File: src/rtl/uart_rx.sv
// uart_rx: 8N1 serial receiver with mid-bit sampling, held-valid/ack handshake, framing and overrun flags
//   Optional 8E1 parity checking is enabled by defining UART_RX_PARITY_EN, which adds a PARITY state and the parity_err port.
//   Ports:
//     clk, rst_l  - system clock; synchronous active-low reset
//     rx          - asynchronous serial line, idle high
//     ack         - consumer pulse: byte taken, clears data_valid
//     rx_data     - last received byte, held until overwritten
//     data_valid  - high while rx_data is unconsumed
//     frame_err   - one-cycle pulse: stop bit sampled low
//     overrun     - one-cycle pulse: byte completed while data_valid=1 and ack=0
//     parity_err  - (UART_RX_PARITY_EN only) one-cycle pulse: even parity mismatch
//     busy        - high whenever the receiver is not idle
module uart_rx #(
  parameter int CLKS_PER_BIT = 10416,
  parameter int SYNC_STAGES  = 2
) (
  input  logic       clk,
  input  logic       rst_l,
  input  logic       rx,
  input  logic       ack,
  output logic [7:0] rx_data,
  output logic       data_valid,
  output logic       frame_err,
  output logic       overrun,
`ifdef UART_RX_PARITY_EN
  output logic       parity_err,
`endif
  output logic       busy
);
  localparam int CW = $clog2(CLKS_PER_BIT);
  localparam logic [CW-1:0] HALF = CW'(CLKS_PER_BIT / 2 - 1);
  localparam logic [CW-1:0] FULL = CW'(CLKS_PER_BIT - 1);
  typedef enum logic [2:0] {
    IDLE,
    START,
    DATA,
`ifdef UART_RX_PARITY_EN
    PARITY,
`endif
    STOP,
    BRK
  } state_t;
  state_t state_q, state_d;
  logic [SYNC_STAGES-1:0] sync_q;
  logic [CW-1:0] cnt_q, cnt_d;
  logic [2:0] idx_q, idx_d;
  logic [7:0] shreg_q, shreg_d, rx_data_q, rx_data_d;
  logic dv_q, dv_d, fe_q, fe_d, ov_q, ov_d;
  logic rs, half_tick, tick;
`ifdef UART_RX_PARITY_EN
  logic par_q, par_d, pe_q, pe_d;
`endif
  assign rs = sync_q[SYNC_STAGES-1];
  assign half_tick = cnt_q == HALF;
  assign tick = cnt_q == FULL;
  always_ff @(posedge clk) begin
    if (!rst_l) begin
      state_q   <= IDLE;
      sync_q    <= '1;
      cnt_q     <= '0;
      idx_q     <= '0;
      shreg_q   <= '0;
      rx_data_q <= '0;
      dv_q      <= 1'b0;
      fe_q      <= 1'b0;
      ov_q      <= 1'b0;
`ifdef UART_RX_PARITY_EN
      par_q     <= 1'b0;
      pe_q      <= 1'b0;
`endif
    end else begin
      state_q   <= state_d;
      sync_q    <= {sync_q[SYNC_STAGES-2:0], rx};
      cnt_q     <= cnt_d;
      idx_q     <= idx_d;
      shreg_q   <= shreg_d;
      rx_data_q <= rx_data_d;
      dv_q      <= dv_d;
      fe_q      <= fe_d;
      ov_q      <= ov_d;
`ifdef UART_RX_PARITY_EN
      par_q     <= par_d;
      pe_q      <= pe_d;
`endif
    end
  end
  always_comb begin
    state_d   = state_q;
    cnt_d     = cnt_q + CW'(1);
    idx_d     = idx_q;
    shreg_d   = shreg_q;
    rx_data_d = rx_data_q;
    dv_d      = dv_q & ~ack;
    fe_d      = 1'b0;
    ov_d      = 1'b0;
`ifdef UART_RX_PARITY_EN
    par_d     = par_q;
    pe_d      = 1'b0;
`endif
    case (state_q)
      IDLE: begin
        cnt_d = '0;
        if (!rs) state_d = START;
      end
      START: begin
        idx_d = '0;
        if (half_tick) state_d = rs ? IDLE : DATA;
      end
      DATA: if (tick) begin
        cnt_d   = '0;
        shreg_d = {rs, shreg_q[7:1]};
        idx_d   = idx_q + 3'd1;
`ifdef UART_RX_PARITY_EN
        if (idx_q == 3'd7) state_d = PARITY;
`else
        if (idx_q == 3'd7) state_d = STOP;
`endif
      end
`ifdef UART_RX_PARITY_EN
      PARITY: if (tick) begin
        par_d   = rs;
        state_d = STOP;
      end
`endif
      STOP: if (tick) begin
`ifdef UART_RX_PARITY_EN
        pe_d = ^shreg_q ^ par_q;
`endif
        if (rs) begin
          rx_data_d = shreg_q;
          dv_d      = 1'b1;
          ov_d      = dv_q & ~ack;
          state_d   = IDLE;
        end else begin
          fe_d    = 1'b1;
          state_d = BRK;
        end
      end
      BRK: begin
        cnt_d = '0;
        if (rs) state_d = IDLE;
      end
      default: state_d = IDLE;
    endcase
    if (state_d != state_q) cnt_d = '0;
  end
  assign rx_data    = rx_data_q;
  assign data_valid = dv_q;
  assign frame_err  = fe_q;
  assign overrun    = ov_q;
`ifdef UART_RX_PARITY_EN
  assign parity_err = pe_q;
`endif
  assign busy       = state_q != IDLE;
endmodule

File: config.mk
export PLATFORM = sky130hd
export DESIGN_NAME = uart_rx
export DESIGN_NICKNAME = d
export VERILOG_FILES = /design/src/rtl/uart_rx.sv
export SDC_FILE = /design/constraint.sdc
export NUM_CORES = 1
export LEC_CHECK = 0
export BUFFER_PORTS_ARGS = -buffer_cell sky130_fd_sc_hd__buf_2
export CORE_ASPECT_RATIO = 1.4
export CORE_MARGIN = 2
export CORE_UTILIZATION = 45
export CTS_CLUSTER_DIAMETER = 40
export CTS_CLUSTER_SIZE = 30
export DETAILED_ROUTE_END_ITERATION = 12
export GPL_TIMING_DRIVEN = 1
export PLACE_DENSITY = 0.74
export SETUP_SLACK_MARGIN = 0.1
export SLEW_MARGIN = 10
export SYNTH_ARGS = -nofsm -noshare
export SYNTH_HDL_FRONTEND = slang
export SYNTH_SLANG_ARGS = --single-unit
File: constraint.sdc
create_clock -name clk -period 2.1 [get_ports clk]
set_clock_uncertainty 0.05 [all_clocks]
set_input_delay 0.525 -clock clk [delete_from_list [all_inputs] [get_ports clk]]
set_output_delay 0.525 -clock clk [all_outputs]
set_load 0.005 [all_outputs]
# ---- Word-level counts from Yosys, hierarchy flattened
# Index checks and enable logic that the tools add are counted.
# W data, S select, Z words.
dict set report word_totals {
  register_bits 41
  wordCells 50
}
dict set report op_classes {
  add_sub_neg 2
  eq_ne 9
  muxes 17
  n_bitwise 3
  n_reduce_logical 10
}
# operator count
set ops {}
lappend ops {{$pmux W14 S2} 1}
lappend ops {{$mux W3} 8}
lappend ops {{$pmux W3 S5} 1}
lappend ops {{$add A14 B1 Y14 const B} 1}
lappend ops {{$eq A14 B13 Y1 const B} 1}
lappend ops {{$eq A14 B14 Y1 const B} 1}
lappend ops {{$mux W14} 1}
lappend ops {{$eq A3 B2 Y1 const B} 2}
lappend ops {{$eq A3 B3 Y1 const B} 2}
lappend ops {{$pmux W3 S2} 1}
lappend ops {{$reduce_and A3 Y1} 2}
lappend ops {{$mux W1} 4}
lappend ops {{$reduce_and A2 Y1} 2}
lappend ops {{$reduce_and A4 Y1} 1}
lappend ops {{$reduce_or A2 Y1} 2}
lappend ops {{$add A3 B1 Y3 const B} 1}
lappend ops {{$eq A3 B1 Y1 const B} 1}
lappend ops {{$logic_not A3 Y1} 1}
lappend ops {{$ne A3 B3 Y1} 1}
lappend ops {{$reduce_bool A3 Y1} 1}
lappend ops {{$mux W2} 1}
lappend ops {{$ne A2 B2 Y1 const B} 1}
lappend ops {{$not A1 Y1} 2}
lappend ops {{$reduce_bool A2 Y1} 1}
lappend ops {{$and A1 B1 Y1} 1}

# ---- Logic depth before layout (Yosys ltp)
dict set report depth {
  word_depth 6
  depth_mapped 7
  ltp_nobuf 6
}

# ---- Worst setup path before layout
# Ideal clock, no wire load.
dict set report synth_timing {
  kind {reg-to-reg}
  start {register cnt_q[0]}
  end {register cnt_q[0]}
  setup_time_ns 0.124
  arrival_ns 2.022
  t_required_ns 1.926
  slack_ns -0.096
  path_stages_with_launch 7
  cell_sequence {dfxtp_1 -> ha_1 -> or4b_2 -> nor4_1 -> o32a_1 -> nand2b_1 -> a21oi_1}
}
dict set report synth_via {
  elab_chain_cells 5
  elab_cells_between_ends 11
}
# element line_no
set synth_lines {}
lappend synth_lines {{start: declaration} 45} ;# logic [CW-1:0] cnt_q, cnt_d;
lappend synth_lines {{start signal: assignment} 74} ;# cnt_q <= cnt_d;
lappend synth_lines {{branches (longest 5 deep; another with $add A14 B1 Y14)} n/a}
# Parallel ways; which one is timed is not known.
# A chain may end at the register's enable or synchronous reset.

# ---- Worst setup path after layout
dict set report layout_timing {
  start {register cnt_q[9]}
  end {register cnt_q[4]}
}
dict set report layout_via {
  elab_chain_cells 5
  elab_cells_between_ends 10
}
# element line_no
set layout_lines {}
lappend layout_lines {{$eq A14 B14 Y1 / $eq A14 B13 Y1 (equally long branches)} {55, 54}}
lappend layout_lines {{$mux W3, on equally long branches} {125, 107, 109}}
lappend layout_lines {{$pmux W3 S5} 100} ;# case (state_q)
lappend layout_lines {{$ne A3 B3 Y1} 145} ;# if (state_d != state_q) cnt_d = '0;
lappend layout_lines {{$reduce_or A2 Y1 (no source line)} n/a}
# Parallel ways exist; a longest one is shown, timed or not.

==> PnR_summary.wiki <==
{| class="wikitable"
! Metric !! Value
|-
| CP max stage delay || 550 ps
|-
| Worst-margin pin slew || 613 ps
|-
| Proportion of synthesized chip area in sequential cells || 47.4%
|-
| Number of vias per cell after detailed routing || 5.45
|-
| Syn nets || 195
|-
| Clock sink count || 41
|-
| Diode count || 0
|-
| Worst-path fanout max || 7
|-
| Placeable core region || 3680 um2
|-
| Final count of negative-setup-slack endpoints || 7
|-
| Initial antenna violation count || 0
|-
| Initial DRC count || 34
|-
| Kind of cell adding the most delay to the critical path || simple AND/OR/NAND/NOR gates
|-
| Time the worst path needs with I/O delays and setup || 2150 ps
|-
| Chip width || 56.4 um
|-
| Starting density of the core || 47.1%
|-
| Total power per unit cell area || 623 nW/um2
|-
| Congestion Overflow GR || 0
|-
| Final Max Tran Viols || 0
|-
| Peak supply drop || 0.000467 V
|-
| Final Hold Viols || 0
|-
| Number of register bits inferred by synthesis || 41
|-
| Overall die area || 4360 um2
|-
| Clock-pin slew on the worst setup and hold paths || 80 ps
|-
| Design area || 2120 um2
|-
| Final RePlAce weighted congestion || 0.854
|-
| Area share of the largest cell type after synthesis || 47.4%
|-
| Post-Synthesis Cells || 188
|-
| Synthesis warning total || 0
|-
| Number of flops mapped to enable cells by yosys || 0
|-
| Leakage power || 0.000846 uW
|-
| Maximum clock path buffer count || 2
|-
| Number of global-route vias before repair || 1371
|-
| Avg Cell Area, Syn || 9.20 um2
|-
| Fraction of layout instances using a drive strength above 1 || 26.8%
|-
| DP HPWL || 2550 um
|-
| Number of detailed-routing iterations run before antenna repair || 4
|-
| Clock tree from TritonCTS || built
|-
| Io pins || 16
|-
| CTS Buf Count || 5
|-
| First-pass GRT wire length || 5860 um
|-
| Top flip-flop cell by instance count after synthesis || sky130_fd_sc_hd__dfxtp_1
|-
| Yosys top cell by area || sky130_fd_sc_hd__dfxtp_1
|-
| Wire length reported by the detailed router || 3560 um
|-
| Crit Path Category || register to register
|-
| Largest cells by area after synthesis || sky130_fd_sc_hd__dfxtp_1, sky130_fd_sc_hd__a21oi_1, sky130_fd_sc_hd__nand2_1
|-
| Final Cycle Share || 102%
|-
| Final net count || 230
|-
| Cell type of the slowest stage on the worst timing path || sky130_fd_sc_hd__or4b_4
|-
| Standard cell area after detailed placement || 1980 um2
|-
| Count of input and output buffers || 15
|-
| Kind of start point of the critical path || register
|-
| Violated checks || negative setup slack
|-
| R2R setup slack || -50 ps
|-
| Critical Path, Cell by Cell || or4b_4 -> or3_1 -> o22a_1 -> a2111o_1 -> a21oi_1
|-
| HP Class || register to register
|-
| Cell chosen for the clock root || sky130_fd_sc_hd__clkbuf_8
|-
| Worst EP arrival || 2320 ps
|-
| Count of vias placed by the detailed router || 1451
|-
| Highest clock frequency the design can meet || 465 MHz
|-
| Count of different cell masters after synthesis || 42
|-
| Total global-route track usage || 16.9%
|-
| Data required time of the worst path || 2270 ps
|-
| Area Growth Syn to Fin || 22.3%
|-
| Endpoint kind of the worst setup timing path || register
|-
| Number of antenna-violating nets in the routed design || 0
|-
| Pin count of the biggest net entering global routing || 22
|-
| Height of the chip || 77.4 um
|-
| Row count || 26
|-
| Post-synthesis cell area || 1730 um2
|-
| Unrepaired setup endpoints after global routing || yes
|-
| Fraction of synthesis flops using an asynchronous set or reset pin || 0%
|-
| CP Buf/Inv Count || 0
|-
| Drc violations || 0
|-
| Count of maximum capacitance violations || 0
|-
| Clock latency of the later-clocked register in the worst-skew pair || 290 ps
|-
| CTS HTree Levels || 2
|-
| Worst Setup Slack, final || -51.7 ps
|-
| Worst setup slack before clock tree synthesis || -96.6 ps
|-
| Share of the core filled with cells || 57.6%
|-
| Outcome || finished with violations
|-
| Routed length per placed instance || 13.4 um
|-
| Tightest slew margin relative to the limit || 59.1%
|}
[cell type report]
cell class | count | area, um2
clock buffer | 6 | 72.6
timing repair buffer | 34 | 225
sequential | 41 | 825
tap | 42 | 52.6
inverter | 2 | 7.51
clock inverter | 2 | 10.0
multi-input combinational | 139 | 925
fill | 348 | 1560
[worst register-to-register path: stages (launching register included)]
cell	delay, ps
sky130_fd_sc_hd__dfxtp_1	320
sky130_fd_sc_hd__or4b_4	550
sky130_fd_sc_hd__or3_1	330
sky130_fd_sc_hd__o22a_1	180
sky130_fd_sc_hd__a2111o_1	480
sky130_fd_sc_hd__a21oi_1	170
[kinds of logic after synthesis]
| family | share of synthesized area, % |
|---|---|
| compound gates | 11.1 |
| xor+xnor | 4.56 |
| fa+ha+maj | 2.17 |
| buf+inv | 1.88 |
| flops | 47.4 |
| mux | 4.63 |
| simple gates | 28.2 |
[repair_timing]
item,CTS,global route
cloned,0,0
gates resized for setup,3,3
hold buffers,0,0
buffers inserted,1,3
setup endpoints to repair,26,33
pin swaps,8,4
[through the flow]
| step | power, uW | TNS, ps | cells | hold WS (ps) |
|---|---|---|---|---|
| 2_1_floorplan | 823 | -2.45 | 188 | 336 |
| 3_3_place_gp | 839 | -304 | 254 | 351 |
| 3_5_place_dp | 839 | -628 | 254 | 342 |
| 4_1_cts | 1330 | -318 | 263 | 356 |
| 5_1_grt | 1360 | -892 | 266 | 375 |
| 6_report | 1320 | -271 | 266 | 359 |
[cells in the mapped netlist (all sizes together), types with 2 or more instances]
library cell / instances
a21oi: 23
and3: 4
and4: 2
buf: 2
clkbuf: 4
dfxtp: 41
ha: 3
inv: 2
mux2i: 8
nand2: 26
nand2b: 6
nand3: 6
nand4: 6
nand4bb: 2
nor2: 15
nor4: 3
o21ai: 3
o22a: 2
or2b: 2
or3: 5
or4b: 2
xnor2: 2
xor2: 7
[state kept, by name (all words and copies together), names as in the netlist]
signal / flops
data_valid: 1
state_q: 3
shreg_q: 8
frame_err: 1
overrun: 1
rx_data: 8
cnt_q: 14
idx_q: 3
sync_q: 2
[placed cells by master, fill, tap and decap left out, types with 3 or more instances in the layout]
| cell type | Yosys | final |
|---|---|---|
| sky130_fd_sc_hd__a21oi_1 | 23 | 21 |
| sky130_fd_sc_hd__buf_2 | 2 | 15 |
| sky130_fd_sc_hd__buf_4 | 0 | 17 |
| sky130_fd_sc_hd__clkbuf_8 | 0 | 5 |
| sky130_fd_sc_hd__dfxtp_1 | 41 | 38 |
| sky130_fd_sc_hd__dfxtp_2 | 0 | 3 |
| sky130_fd_sc_hd__mux2i_1 | 8 | 8 |
| sky130_fd_sc_hd__nand2_1 | 26 | 26 |
| sky130_fd_sc_hd__nand2b_1 | 6 | 5 |
| sky130_fd_sc_hd__nand3_1 | 6 | 6 |
| sky130_fd_sc_hd__nand4_1 | 6 | 6 |
| sky130_fd_sc_hd__nor2_1 | 15 | 15 |
| sky130_fd_sc_hd__o21ai_0 | 3 | 3 |
| sky130_fd_sc_hd__or3_1 | 4 | 4 |
| sky130_fd_sc_hd__xor2_1 | 7 | 7 |
[report_power, final]
part           switching, uW  internal [uW]
combinational           23.6           17.3
sequential              1.96            780
clock                    266            230
[path summary, 6_finish.rpt]
check	cells past startpoint	from	endpoint
setup reg to reg	5	cnt_q[9]	cnt_q[4]
setup / recovery	5	cnt_q[9]	cnt_q[4]
hold / removal	1	sync_q[0]	sync_q[1]
hold reg to reg	1	sync_q[0]	sync_q[1]
[layer usage]
layer	global-route usage, %	up-vias	routed length, um
met3	4.83	10	131
met5	0	-	0
met4	8.33	0	97
li1	-	731	-
met2	29.9	28	1860
met1	18.0	682	1470
No activity file was read; power rests on OpenSTA's default activity.
